==> config.mk <==
export PLATFORM = sky130hd
export DESIGN_NAME = dev_timer
export DESIGN_NICKNAME = d
export VERILOG_FILES = /design/src/rtl/dev_timer.sv
export SDC_FILE = /design/constraint.sdc
export NUM_CORES = 1
export LEC_CHECK = 0
export CORE_MARGIN = 10
export CORE_UTILIZATION = 40
export CTS_CLUSTER_SIZE = 25
export DETAILED_ROUTE_END_ITERATION = 7
export PLACE_DENSITY = 0.67
export SLEW_MARGIN = 30
export SYNTH_ARGS = -nofsm -noshare
export SYNTH_HDL_FRONTEND = slang
export SYNTH_SLANG_ARGS = --single-unit
==> constraint.sdc <==
create_clock -name clk -period 3.2 [get_ports clk]
set_input_delay 0.8 -clock clk [delete_from_list [all_inputs] [get_ports clk]]
set_output_delay 0.8 -clock clk [all_outputs]
set_load 0.005 [all_outputs]
==> src/rtl/dev_timer.sv <==
// dev_timer: memory-mapped countdown timer on the data-side system bus.
//
// Sits behind the byte-enable unit. It takes the word address, the per-byte
// enables and the lane-aligned write data from that unit. It returns raw
// 32-bit read data and raises a level interrupt toward CP0 when the count
// expires.
//
// Register map (only addr[3:2] is decoded):
//   0x0 CTRL     [0] EN, [2:1] MODE (01 = auto-reload, all other values = one-shot),
//                [3] IM (interrupt mask). Bits [31:4] are not stored and read 0.
//   0x4 PRESET   reload value, copied into COUNT in the LOAD state
//   0x8 COUNT    read-only current count
//   0xC PRESCALE 8-bit prescaler, present only with TIMER_PRESCALE_EN;
//                without it, 0xC reads 0 and writes to it are dropped
//
// Optional build macro: TIMER_PRESCALE_EN (adds PRESCALE and a tick counter).
//
// Ports:
//   clk      system clock, rising edge
//   reset    synchronous, active-high reset
//   addr     bus address, only [3:2] used
//   byte_en  per-byte write enables; 4'b0000 = no write
//   wdata    lane-aligned write data
//   rdata    combinational read data (register value before the edge)
//   irq      interrupt request = flag & IM
module dev_timer (
  input  logic        clk,
  input  logic        reset,
  input  logic [31:0] addr,
  input  logic [3:0]  byte_en,
  input  logic [31:0] wdata,
  output logic [31:0] rdata,
  output logic        irq
);

  typedef enum logic [1:0] {
    S_IDLE = 2'd0,
    S_LOAD = 2'd1,
    S_CNT  = 2'd2,
    S_INT  = 2'd3
  } state_t;

  localparam logic [1:0] A_CTRL     = 2'd0;
  localparam logic [1:0] A_PRESET   = 2'd1;
  localparam logic [1:0] A_COUNT    = 2'd2;
  localparam logic [1:0] A_PRESCALE = 2'd3;

  state_t      state_q, state_d;
  logic [3:0]  ctrl_q, ctrl_d;
  logic [31:0] preset_q, preset_d;
  logic [31:0] count_q, count_d;
  logic        flag_q, flag_d;

  logic [1:0]  sel;
  logic        wr;
  logic        step;
  logic        auto_reload;

`ifdef TIMER_PRESCALE_EN
  logic [7:0]  prescale_q, prescale_d;
  logic [7:0]  tick_q, tick_d;
`endif

  // Only the word index inside this device's window matters.
  logic unused_addr;
  assign unused_addr = ^{addr[31:4], addr[1:0]};

  assign sel         = addr[3:2];
  assign wr          = |byte_en;
  assign auto_reload = (ctrl_q[2:1] == 2'b01);

  // Replace the enabled byte lanes and keep the other lanes.
  function automatic logic [31:0] merge(input logic [31:0] old_v,
                                        input logic [31:0] new_v,
                                        input logic [3:0]  be);
    logic [31:0] r;
    for (int i = 0; i < 4; i++)
      r[8*i +: 8] = be[i] ? new_v[8*i +: 8] : old_v[8*i +: 8];
    return r;
  endfunction

  // A CNT cycle counts (or checks expiry) only when the prescaler fires.
`ifdef TIMER_PRESCALE_EN
  assign step = (tick_q == prescale_q);
`else
  assign step = 1'b1;
`endif

  always_comb begin
    state_d  = state_q;
    ctrl_d   = ctrl_q;
    preset_d = preset_q;
    count_d  = count_q;
    flag_d   = flag_q;
`ifdef TIMER_PRESCALE_EN
    prescale_d = prescale_q;
    tick_d     = tick_q;
`endif

    case (state_q)
      S_IDLE: begin
        if (ctrl_q[0]) state_d = S_LOAD;
      end
      S_LOAD: begin
        count_d = preset_q;
`ifdef TIMER_PRESCALE_EN
        tick_d  = 8'd0;
`endif
        state_d = S_CNT;
      end
      S_CNT: begin
        if (!ctrl_q[0]) begin
          state_d = S_IDLE;        // COUNT freezes where it is
        end else if (step) begin
          if (count_q != 32'd0) begin
            count_d = count_q - 32'd1;
          end else begin
            state_d = S_INT;
            flag_d  = 1'b1;
          end
`ifdef TIMER_PRESCALE_EN
          tick_d = 8'd0;
`endif
        end else begin
`ifdef TIMER_PRESCALE_EN
          tick_d = tick_q + 8'd1;
`endif
        end
      end
      S_INT: begin
        state_d = S_IDLE;
        // Auto-reload keeps EN so IDLE goes straight to LOAD again, and the
        // flag becomes a one-cycle pulse. One-shot stops and latches the flag.
        if (auto_reload) flag_d    = 1'b0;
        else             ctrl_d[0] = 1'b0;
      end
      default: state_d = S_IDLE;
    endcase

    // CPU writes are applied last so they override the FSM in the same cycle.
    if (wr) begin
      case (sel)
        A_CTRL: begin
          if (byte_en[0]) ctrl_d = wdata[3:0];
          flag_d = 1'b0;
        end
        A_PRESET: begin
          preset_d = merge(preset_q, wdata, byte_en);
          flag_d   = 1'b0;
        end
        A_PRESCALE: begin
`ifdef TIMER_PRESCALE_EN
          if (byte_en[0]) prescale_d = wdata[7:0];
`endif
        end
        default: ;                 // COUNT is read-only
      endcase
    end
  end

  always_ff @(posedge clk) begin
    if (reset) begin
      state_q  <= S_IDLE;
      ctrl_q   <= 4'd0;
      preset_q <= 32'd0;
      count_q  <= 32'd0;
      flag_q   <= 1'b0;
`ifdef TIMER_PRESCALE_EN
      prescale_q <= 8'd0;
      tick_q     <= 8'd0;
`endif
    end else begin
      state_q  <= state_d;
      ctrl_q   <= ctrl_d;
      preset_q <= preset_d;
      count_q  <= count_d;
      flag_q   <= flag_d;
`ifdef TIMER_PRESCALE_EN
      prescale_q <= prescale_d;
      tick_q     <= tick_d;
`endif
    end
  end

  always_comb begin
    rdata = 32'd0;
    case (sel)
      A_CTRL:     rdata = {28'd0, ctrl_q};
      A_PRESET:   rdata = preset_q;
      A_COUNT:    rdata = count_q;
      A_PRESCALE: begin
`ifdef TIMER_PRESCALE_EN
        rdata = {24'd0, prescale_q};
`else
        rdata = 32'd0;
`endif
      end
      default:    rdata = 32'd0;
    endcase
  end

  assign irq = flag_q & ctrl_q[3];

endmodule

==> reports/metrics.cfg, run 1 <==
[status]
status=finished, final reports clean

[critical_path]
r2r_start=count_q[0]
reg2reg_slack_ns=0.66
critical_path.max_fanout=5
max_stage_delay_ns=0.50
cp-start-kind=input pin
worstPathRequired_ns=2.40
worstSetupPathType=in2out
cpMaxStageDelayCell=clkdlybuf4s50_1
reg2reg_to=count_q[22]
crit_chain=clkdlybuf4s50_1 -> buf_4 -> nor2b_4 -> buf_12 -> a22o_1 -> clkdlybuf4s50_1
endpoint_kind=output port
reg2reg_depth=7
crit_top_cell=clkdlybuf4s50_1
path_buf_inv=4
path_delay_family=buffers and inverters
cp.arrival_ns=2.35

[yosys]
yosysSeqAreaShare_pct=34.88
yosys.area.top_type=dfxtp_1
synth_edf_count=0
syn_area_per_cell_um2=7.491
ys_ff_latch=71
async_flop_share_pct=0
synth_top_flop_cell=dfxtp_1
synthTopCellsByCount=nand2_1, a21oi_1, dfxtp_1
syn_nets=616
netlist_area_um2=4075
yosys.area.top_type_share_pct=34.88
synth_warnings=0
syn_inst=544
synth_area_leaders=dfxtp_1, a21oi_1, nand2_1
yosysMostFrequentCell=nand2_1
ys_types=51

[power_and_ir_drop]
seqPwrFrac_pct=46.0
powerDensity_nw_per_um2=369.6
p_switching_w=0.0004917
swShare_pct=24.70
combPwrFrac_pct=12.4
p_int_w=0.001499
power.leakage_nw=2.123
power_w=0.001990
power_frac_clock_pct=41.6
ir_worst_vdd_mv=0.2116

[route]
avgRoutedWirePerCell_um=18.82
viasPerCell=6.132
drc=0
via_count=4636
dr.first_iter.drc_count=407
totalWireLength_um=14230
detail-route-antenna-nets=0
drt_first_pass_iters=5

[clock_network]
cts_buffer_depth=2
postCtsHoldBufs=0
cts_buffers=9
worstSkewPairLatency_ns=0.35
cts_tree=yes
cts-root-buf=clkbuf_8
numClockSinks=71
cts_max_level=3
clk_pin_slew_ns=0.08

[sta]
fin_setup_tns_ns=0
clock_skew_ns=0.007036
post-route-period-util_pct=98.37
rsz0062_at_grt=no
setup_viol=0
fmax_mhz=317.7
slew_viol_final=0
slew_headroom_pct=44.14
worst_pin_slew_ns=0.8370
period_minus_slack_ns=3.148
hold_viol_final=0

[floorplanning]
design.die.area_um2=14630
die_x_um=120.9
io-pin-count=103
die_h_um=120.9
core_area_um2=9864
initial_core_util_pct=41.31
rows=36

[min_path]
hold_path_depth=2
hold_path_class=reg2reg
whs_endpoint=preset_q[6]
min_from=preset_q[6]

[global_routing]
overflow=0
antenna_found_initial=0
track_usage_pct=17.95
grt_pass1_wl_um=21770
grt_max_degree=72
grt_pass1_vias=4334

[flow_run]
cap_violations=0

[placement]
place.detailed.hpwl_um=9346
gp_congestion=0.8673
io_buffers=72

[cells_and_area]
area_growth_pct=32.15
insertedDiodeCount=0
fillCellCount=950
drive_gt1_share_pct=10.75
finish.net_count=690

[power groups by stage]
stage,combinational [W],sequential [W],clock (W)
finish,0.000246,0.000916,0.000828
global route,0.000265,0.000918,0.000864
CTS,0.000222,0.000915,0.000836
detailed placement,0.000224,0.000936,0
global placement,0.000222,0.000935,0
floorplan,0.000114,0.000930,0
[layout make-up]
cell class	count	area, um^2	area share (%)
sequential	71	1421	26.39
clock inverter	5	80.08	1.487
timing repair buffer	112	1081	20.07
clock buffer	11	151.4	2.811
multi-input combinational	418	2462	45.72
inverter	6	22.52	0.4182
tap	133	166.4	3.090
[layer usage]
layer	share of wire (%)	GRT usage (%)
met3	6.7	3.257
met5	0	0
met2	48	29.05
met4	1.9	6.938
met1	44	23.09
[sequential cells by signal, summed over array words and instances, names as in the netlist]
signal / count
count_q: 32
preset_q: 32
ctrl_q: 4
state_q: 2
flag_q: 1
[through the flow]
step                      instance area, um^2  util [%]  cells  hold slack (ns)  worst slack, ns
after floorplan                          4075         -    544           0.4463           0.3784
after global placement                   5034     51.03    729           0.4623         -0.06370
after detailed placement                 5034     51.03    729           0.4634         -0.05064
after CTS                                5233     53.04    745           0.4749         -0.06441
after global routing                     5385     54.59    756           0.4997         0.003912
final                                    5385     54.59    756           0.4758          0.05232
[cell families after synthesis]
family | synth area share (%)
compound gates | 29.57
fa+ha+maj | 0.6140
buf+inv | 5.250
flops | 34.88
mux | 1.719
simple gates | 27.97
[worst min-delay path, stage by stage, from the launching register on]
cell	delay, ns
dfxtp_1	0.33
nand2_1	0.06
a21oi_1	0.05
[worst max path at each step]
stage / end / from / cells after the start
global placement: rdata[2] / addr[3] / 7
CTS: rdata[23] / addr[3] / 6
detailed placement: rdata[23] / addr[3] / 6
global route: rdata[7] / addr[3] / 6
floorplan: rdata[10] / addr[3] / 6
finish: rdata[5] / addr[3] / 6
[layout by cell type (no fill, tap or decap), types with 7 or more instances in the layout]
cell type and n:
mux2i_1 7, dlygate4sd2_1 26, a22o_1 29, o21ai_0 18, buf_4 34, nor3_1 14
nand4_1 9, nand2_1 88, a31oi_1 10, o32ai_1 15, dfxtp_1 71, nor4_1 10
clkdlybuf4s50_1 42, nor2_1 22, nand3_1 47, a21oi_1 71, clkbuf_8 11
[repair_timing]
item / 4_1_cts / 5_1_grt
pin swaps: 1 / 0
setup endpoints to repair: 28 / 6
cloned: 0 / 3
resized for setup: 26 / 4
setup buffers: 0 / 8
Note: power is estimated with default switching activity, not from simulation.
==> inputs of run 2 (changes only) <==
Settings changed: ABC_AREA set to 1.
==> reports/metrics.cfg, run 2 <==
[global_routing]
overflow=0  ; unchanged
use_met1_pct=22.68  ; -0.41 points
grt_pass1_vias=4178  ; -3.6%
grt_pass1_wl_um=20870  ; -4.1%
track_usage_pct=17.20  ; -0.75 points
use_met3_pct=4.328  ; +1.1 points
grt_util_met2_pct=26.69  ; -2.4 points
grt.busiest_layer=met2
grt_max_degree=43  ; -40%
antenna_found_initial=0  ; unchanged

[yosys]
syn_nets=739  ; +20%
yosysMostFrequentCell=nand2_1
async_flop_share_pct=0  ; unchanged
synth_warnings=0  ; unchanged
netlist_area_um2=4120  ; +1.1%
ys_types=27  ; -47%
syn_area_per_cell_um2=6.177  ; -18%
yosysSeqAreaShare_pct=34.50  ; -0.38 points
synth_area_leaders=dfxtp_1, o21ai_0, nand2_1
synthTopCellsByCount=nand2_1, nor2_1, o21ai_0
synth_edf_count=0  ; unchanged
yosys.area.top_type_share_pct=34.50  ; -0.38 points
synth_top_flop_cell=dfxtp_1
ys_ff_latch=71  ; unchanged
yosys.area.top_type=dfxtp_1
syn_inst=667  ; +23%

[sta]
clock_skew_ns=0.008396  ; +0.001360 ns
period_minus_slack_ns=3.031  ; -0.1168 ns
fmax_mhz=329.9  ; +3.9%
post-route-period-util_pct=94.72  ; -3.6 points
hold_viol_final=0  ; unchanged
rsz0062_at_grt=no
worst_pin_slew_ns=0.5255  ; -0.3115 ns
setup_ws_ns=0.1691  ; +0.1168 ns
setup_viol=0  ; unchanged
slew_viol_final=0  ; unchanged
slew_headroom_pct=64.88  ; +21 points
fin_setup_tns_ns=0  ; unchanged
holdWs_ns=0.4724  ; -0.003445 ns

[cells_and_area]
final_common_cell=nand2_1
drive_gt1_share_pct=7.162  ; -3.6 points
fin_cells=873  ; +15%
area_growth_pct=28.33
finish.net_count=807  ; +17%
insertedDiodeCount=0  ; unchanged
top_regs=count_q (32), preset_q (32), ctrl_q (4)
layout_common_cells=nand2_1, nor2_1, o21ai_0
final_area_um2=5288  ; -1.8%

[floorplanning]
rows=36  ; unchanged
die_h_um=121.5  ; +0.46%
core_area_um2=9910  ; +0.46%
design.die.area_um2=14760  ; +0.92%
io-pin-count=103  ; unchanged
die_x_um=121.5  ; +0.46%
initial_core_util_pct=41.58  ; +0.27 points

[flow_run]
cap_violations=0  ; unchanged

[route]
via_count=4548  ; -1.9%
totalWireLength_um=12810  ; -10%
drc=0  ; unchanged
drt_first_pass_iters=5  ; unchanged
dr.first_iter.drc_count=389  ; -4.4%
detail-route-antenna-nets=0  ; unchanged
avgRoutedWirePerCell_um=14.67  ; -22%
viasPerCell=5.210  ; -15%

[clock_network]
postCtsSetupBuffers=0  ; unchanged
postCtsHoldBufs=0  ; unchanged
numClockSinks=71  ; unchanged
cts-root-buf=clkbuf_8
cts_buffer_depth=2  ; unchanged
cts_buffers=9  ; unchanged
worstSkewPairLatency_ns=0.35  ; about the same
cts_max_level=3  ; unchanged
cts_tree=yes
clk_pin_slew_ns=0.08  ; about the same
cts_resized=23  ; -12%

[power_and_ir_drop]
ir_worst_vdd_mv=0.2372  ; +12%
powerDensity_nw_per_um2=476.5  ; +29%
power.leakage_nw=2.540  ; +20%

[status]
status=finished, final reports clean

[placement]
place.detailed.hpwl_um=9258  ; -0.94%
dp.cells=857  ; +18%
io_buffers=72  ; unchanged
pre_cts_ws_ns=-0.1317  ; -0.08101 ns
placed_area_um2=5000  ; -0.67%
gp_congestion=0.9311  ; +7.4%

[min_path]
hold_path_class=reg2reg

[critical_path]
reg2reg_slack_ns=0.99  ; +0.33 ns
worstSetupPathType=in2out
cp-start-kind=input pin
worstPathRequired_ns=2.40  ; about the same
critical_path.max_fanout=14  ; +9
cp.arrival_ns=2.23  ; -0.12 ns
endpoint_kind=output port

[run 2: power breakdown]
group	switching (W)	leakage (nW)	internal (W)	total (W)
sequential	0.0000252	0.578	0.000920	0.000946
combinational	0.000368	1.83	0.000211	0.000579
clock	0.000356	0.136	0.000640	0.000995
total	0.000749	2.54	0.00177	0.00252
[run 2: path summary, 6_finish.rpt]
| check | end | depth (start not counted) | from |
|---|---|---|---|
| min reg2reg | preset_q[4] | 2 | preset_q[4] |
| min | preset_q[4] | 2 | preset_q[4] |
| max | rdata[25] | 7 | addr[2] |
| max reg2reg | count_q[24] | 9 | state_q[1] |
[run 2: through the flow]
step	power [W]	util (%)
global route	0.002648	53.36
floorplan	0.001338	-
detailed placement	0.001541	50.45
CTS	0.002526	53.03
global placement	0.001534	50.45
finish	0.002520	53.36
[run 2: kinds of logic (layout without fill, tap and decap cells)]
group,count (synthesis),after routing,synth area share (%)
AND/OR/NAND/NOR,281,281,28.15
AO/OA/AOI/OAI,187,187,24.05
XOR/XNOR,4,4,0.8502
adder cells (fa/ha/maj),2,2,0.6073
buffers and inverters,122,195,11.84
flip-flops,71,71,34.50
[run 2: worst max-delay path, cell delays in order]
cell and delay (ns):
clkdlybuf4s50_1 0.41, buf_4 0.14, nor2_2 0.14, inv_2 0.08
buf_4 0.19, o22ai_1 0.20, dlygate4sd2_1 0.27
[run 2: cell type report]
cell class	count	area, um^2
Timing Repair Buffer	86	854.6
Fill cell	1003	4622
Sequential cell	71	1421
Clock inverter	5	127.6
Multi-Input combinational cell	474	2216
Tap cell	133	166.4
Clock buffer	11	151.4
Inverter	93	350.3
[run 2: routing by layer]
layer  part of all wire (%)  routed length [um]
met5                      0                   0
met4                    1.6                 208
met2                     44                5594
met1                     46                5946
met3                    8.3                1058
==> inputs of run 3 (changes only) <==
Settings changed: CTS_CLUSTER_DIAMETER set to 80.
==> results of run 3 <==
No change in the layout: final DEF, timing and power equal those of run 2.
